===== config.mk =====
export PLATFORM = sky130hd
export DESIGN_NAME = dsp_mac_seq
export DESIGN_NICKNAME = d
export VERILOG_FILES = /design/src/rtl/dsp_mac_seq.sv
export SDC_FILE = /design/constraint.sdc
export NUM_CORES = 1
export LEC_CHECK = 0
export CAP_MARGIN = 20
export CORE_MARGIN = 2
export CORE_UTILIZATION = 42
export CTS_BUF_LIST = sky130_fd_sc_hd__clkbuf_4 sky130_fd_sc_hd__clkbuf_8
export DETAILED_ROUTE_END_ITERATION = 6
export GPL_ROUTABILITY_DRIVEN = 0
export PLACE_DENSITY = 0.89
export RECOVER_POWER = 50
export SLEW_MARGIN = 10
export SYNTH_ARGS = -nofsm -noshare
export SYNTH_HDL_FRONTEND = slang
export SYNTH_SLANG_ARGS = --single-unit
export TNS_END_PERCENT = 5

===== constraint.sdc =====
create_clock -name clk -period 2.1 [get_ports clk]
set_input_delay 0.21 -clock clk [delete_from_list [all_inputs] [get_ports clk]]
set_output_delay 0.21 -clock clk [all_outputs]
set_load 0.02 [all_outputs]

===== src/rtl/dsp_mac_seq.sv =====
// dsp_mac_seq: sequences tap operands and opmodes into an external DSP slice and
// captures each N_TAPS-long dot product from its P output.
module dsp_mac_seq #(
    parameter int N_TAPS   = 8,
    parameter int PIPE_LAT = 4,
    parameter int OPM_DLY  = 2
) (
    input  logic        clk,
    input  logic        rst_n,
    input  logic        s_valid,
    output logic        s_ready,
    input  logic [17:0] s_a,
    input  logic [17:0] s_b,
    output logic [17:0] dsp_a,
    output logic [17:0] dsp_b,
    output logic [17:0] dsp_d,
    output logic [7:0]  dsp_opmode,
    output logic        dsp_ce,
    input  logic [47:0] dsp_p,
    output logic        m_valid,
    input  logic        m_ready,
    output logic [47:0] m_data
);
    typedef enum logic [1:0] {IDLE, ACCUM, DRAIN, OUTPUT} state_t;
    localparam int DW = $clog2(PIPE_LAT + 1);
    localparam logic [7:0] OPM_FIRST = 8'b0000_0001;
    localparam logic [7:0] OPM_ACC   = 8'b0000_1001;

    state_t state, state_nxt;
    logic          run;
    logic [7:0]    tap_cnt;
    logic [DW-1:0] drain_cnt;
    logic [7:0]    op_sr [OPM_DLY+1];
    logic [7:0]    opm_issue;
    logic          accept, last_tap, drain_done;

    assign s_ready    = run && (state == IDLE || state == ACCUM);
    assign accept     = s_valid && s_ready;
    assign last_tap   = state == ACCUM && tap_cnt == 8'(N_TAPS - 1);
    assign drain_done = state == DRAIN && drain_cnt == '0;
    assign dsp_d      = '0;
    assign dsp_ce     = rst_n;
    assign dsp_opmode = op_sr[OPM_DLY];

    always_ff @(posedge clk or negedge rst_n) begin
        if (!rst_n) state <= IDLE;
        else        state <= state_nxt;
    end

    // Bubbles inside a vector keep Z=P so they add a zero product.
    always_comb begin
        state_nxt = state;
        opm_issue = 8'h00;
        case (state)
            IDLE: begin
                if (accept) begin
                    state_nxt = ACCUM;
                    opm_issue = OPM_FIRST;
                end
            end
            ACCUM: begin
                opm_issue = OPM_ACC;
                if (accept && last_tap) state_nxt = DRAIN;
            end
            DRAIN: begin
                opm_issue = OPM_ACC;
                if (drain_done) state_nxt = OUTPUT;
            end
            OUTPUT: begin
                if (m_ready) state_nxt = IDLE;
            end
            default: state_nxt = IDLE;
        endcase
    end

    always_ff @(posedge clk or negedge rst_n) begin
        if (!rst_n) begin
            run       <= 1'b0;
            dsp_a     <= '0;
            dsp_b     <= '0;
            tap_cnt   <= '0;
            drain_cnt <= '0;
            m_valid   <= 1'b0;
            m_data    <= '0;
            for (int i = 0; i <= OPM_DLY; i++) op_sr[i] <= '0;
        end else begin
            run      <= 1'b1;
            dsp_a    <= accept ? s_a : '0;
            dsp_b    <= accept ? s_b : '0;
            op_sr[0] <= opm_issue;
            for (int i = 1; i <= OPM_DLY; i++) op_sr[i] <= op_sr[i-1];
            if (accept) tap_cnt <= state == IDLE ? 8'd1 : last_tap ? 8'd0 : tap_cnt + 8'd1;
            if (accept && last_tap) drain_cnt <= DW'(PIPE_LAT);
            else if (state == DRAIN && drain_cnt != '0) drain_cnt <= drain_cnt - 1'b1;
            if (drain_done) begin
                m_valid <= 1'b1;
                m_data  <= dsp_p;
            end else if (state == OUTPUT && m_ready) begin
                m_valid <= 1'b0;
            end
        end
    end
endmodule


==> flow_summary.json <==
{
  "ir_drop_mv": 0.532,
  "finalInstanceArea_um2": 6180,
  "cts_tree": "yes",
  "die_w_um": 103,
  "drt_iter0_markers": 85,
  "yosysTopAreaCell": "dfrtp_1",
  "status": "completed",
  "cts_buffers": 9,
  "r2r_setup_slack_ns": 0.28,
  "h-tree-depth": 3,
  "port_buffers": 176,
  "clock_latency_ns": 0.37,
  "rsz0062_at_grt": "false",
  "vias_per_cell": 4.50,
  "dp_hpwl_mm": 6.90,
  "grt_pass1_vias": 2840,
  "timing.critical_path.from": "state[0]",
  "cts.sinks": 105,
  "clock_path_buffers": 2,
  "yosysWarningCount": 0,
  "multi_input_area_um2": 1360,
  "seqCellArea_um2": 2630,
  "fp-row-count": 36,
  "synth.top_cell.area_share": 0.632,
  "min_path_cells": 0,
  "slew_viol_final": 0,
  "vias": 2803,
  "worstPathCellList": "inv_1 -> ha_1 -> nor2_1 -> nor2b_1 -> dlygate4sd2_1",
  "avgSynthCellArea_um2": 13.7,
  "dr.pass1.iters": 4,
  "critPathTopFamily": "buffers and inverters",
  "postRouteAntennaNets": 0,
  "clkSlewWorstSetupHoldPaths_ns": 0.09,
  "cp-start-kind": "flip-flop",
  "path_buf_inv": 2,
  "post-route-period-util": 0.929,
  "maxCapViolations": 0,
  "grt_first_pass_wirelength_mm": 13.4,
  "grt_start_max_net_pins": 106,
  "endpoint": "s_ready",
  "fin_skew_ns": 0.0161,
  "drt_wl_total_mm": 9.10,
  "synth-seq-cells": 105,
  "dieArea_um2": 10700,
  "powerDensity_nw_per_um2": 1250,
  "arrival_ns": 1.74,
  "initial_core_util": 0.429,
  "wl_per_cell_um": 14.6,
  "synth_top_flop_cell": "dfrtp_1",
  "synth.distinct_cells": 35,
  "async_flop_share": 1.00,
  "maxClockFrequency_mhz": 513,
  "p_leak_uw": 0.00283,
  "finalNetCount": 582,
  "n_fill_cell": 735,
  "grt_use_total": 0.165,
  "min_period_ns": 1.95,
  "worstPathRequired_ns": 1.89,
  "synth_edf_count": 0,
  "synth_most_common_cell": "dfrtp_1",
  "crit_slowest_cell": "dfrtp_1",
  "maxSlewHeadroom": 0.0628,
  "syn2layout_area_growth_pct": 48.7,
  "synth_commonest_cells": "dfrtp_1 (105), mux2_2 (48), and2_1 (37), buf_4 (27), nor2_1 (12)",
  "critPathCaptureType": "output pin",
  "tns_ns": 0,
  "drc": 0,
  "finalHoldViolations": 0,
  "synth_area_um2": 4160,
  "cp_max_fo": 5,
  "die_y_um": 103,
  "hold_class": "flip-flop to flip-flop",
  "worst-setup-path-type": "flip-flop to output pin",
  "postCtsSetupRepairBufs": 0,
  "reg2reg_depth": 4,
  "ioPinCount": 201,
  "ys_seq_area_frac": 0.632,
  "overflow": 0,
  "drive_above_1_share": 0.159,
  "core_area_um2": 9680,
  "antenna_found_initial": 0,
  "worst_path_largest_cell_delay_ns": 0.42,
  "placed_area_um2": 6010,
  "clockRootBuffer": "clkbuf_8",
  "synth_cells": 304,
  "synth_area_leaders": "dfrtp_1 (63%), mux2_2 (13%), and2_1 (5.6%)",
  "rr_endpoint": "state[1]",
  "n_antenna_cell": 0,
  "finalSetupViolCount": 0,
  "path_depth": 5,
  "reg2reg_from": "tap_cnt[5]",
  "worst_pin_slew_ns": 1.41
}
per-stage QoR:
stage / setup slack (ns) / instances / hold slack [ns] / util / total power [uW]
finish: 0.149 / 623 / 0.351 / 0.638 / 7740
global placement: 0.282 / 606 / 0.329 / 0.620 / 6600
global route: 0.0486 / 623 / 0.364 / 0.638 / 8210
floorplan: 0.208 / 327 / -0.0856 / - / 5050
CTS: 0.139 / 623 / 0.354 / 0.640 / 7890
detailed placement: 0.282 / 606 / 0.334 / 0.620 / 6760
per-layer routing:
metal,GRT usage,wire length [um],share of wire,vias to the layer above
met5,0,0,0,-
met4,0.0759,208,0.023,0
met3,0.0464,724,0.080,18
met2,0.289,4670,0.51,109
met1,0.186,3500,0.38,1361
li1,-,-,-,1315
cells in the final DEF, fill, tap and decap left out, types with 9 or more instances in the layout:
master / count
clkbuf_8: 10
clkdlybuf4s50_1: 137
nand2_1: 11
dlygate4sd3_1: 38
dfrtp_1: 105
conb_1: 25
ha_1: 9
nor2_1: 11
mux2_2: 48
and2_1: 37
where the power goes:
| part | total [uW] | internal [uW] | switching (uW) |
|---|---|---|---|
| Clock | 1130 | 473 | 655 |
| Sequential | 3090 | 2730 | 358 |
| Combinational | 3520 | 1840 | 1680 |
area by class of cell:
class / instances / share of cell area
Tap cell: 133 / 0.0269
Clock inverter: 5 / 0.00506
Sequential cell: 105 / 0.425
Clock buffer: 11 / 0.0235
Multi-Input combinational cell: 180 / 0.220
Timing Repair Buffer: 184 / 0.297
Inverter: 5 / 0.00304
sequential cells by signal (all words and copies together) (netlist names):
register    flops
dsp_a          18
state           2
op_sr           4
run             1
dsp_b          18
tap_cnt         8
m_valid         1
m_data         48
drain_cnt       3
dsp_opmode      2
kinds of logic (layout without fill, tap and decap cells):
| logic type | count (synthesis) | in the layout | share of synthesized area |
|---|---|---|---|
| fa+ha+maj | 9 | 9 | 0.0271 |
| xor+xnor | 5 | 5 | 0.0105 |
| other cells | 2 | 25 | 0.00181 |
| compound gates | 18 | 18 | 0.0298 |
| buf+inv | 42 | 205 | 0.0626 |
| flops | 105 | 105 | 0.632 |
| simple gates | 73 | 73 | 0.100 |
| mux | 50 | 50 | 0.136 |
how the worst min path moves through the flow:
stage | from | end | slack (ns)
3_3_place_gp | rst_n | m_data[5] | 0.33
2_1_floorplan | rst_n | drain_cnt[0] | -0.09
4_1_cts | op_sr[19] | op_sr[11] | 0.35
3_5_place_dp | rst_n | m_data[3] | 0.33
5_1_grt | op_sr[19] | op_sr[11] | 0.36
6_report | op_sr[19] | op_sr[11] | 0.35
repair_timing:
| action | in CTS | in global routing |
|---|---|---|
| hold buffers | 1 | 0 |
| endpoints found under the setup margin | 1 | 0 |
| endpoints found under the hold margin | 105 | 0 |
| resized for setup | 1 | 0 |
Note: power is estimated with default switching activity, not from simulation.
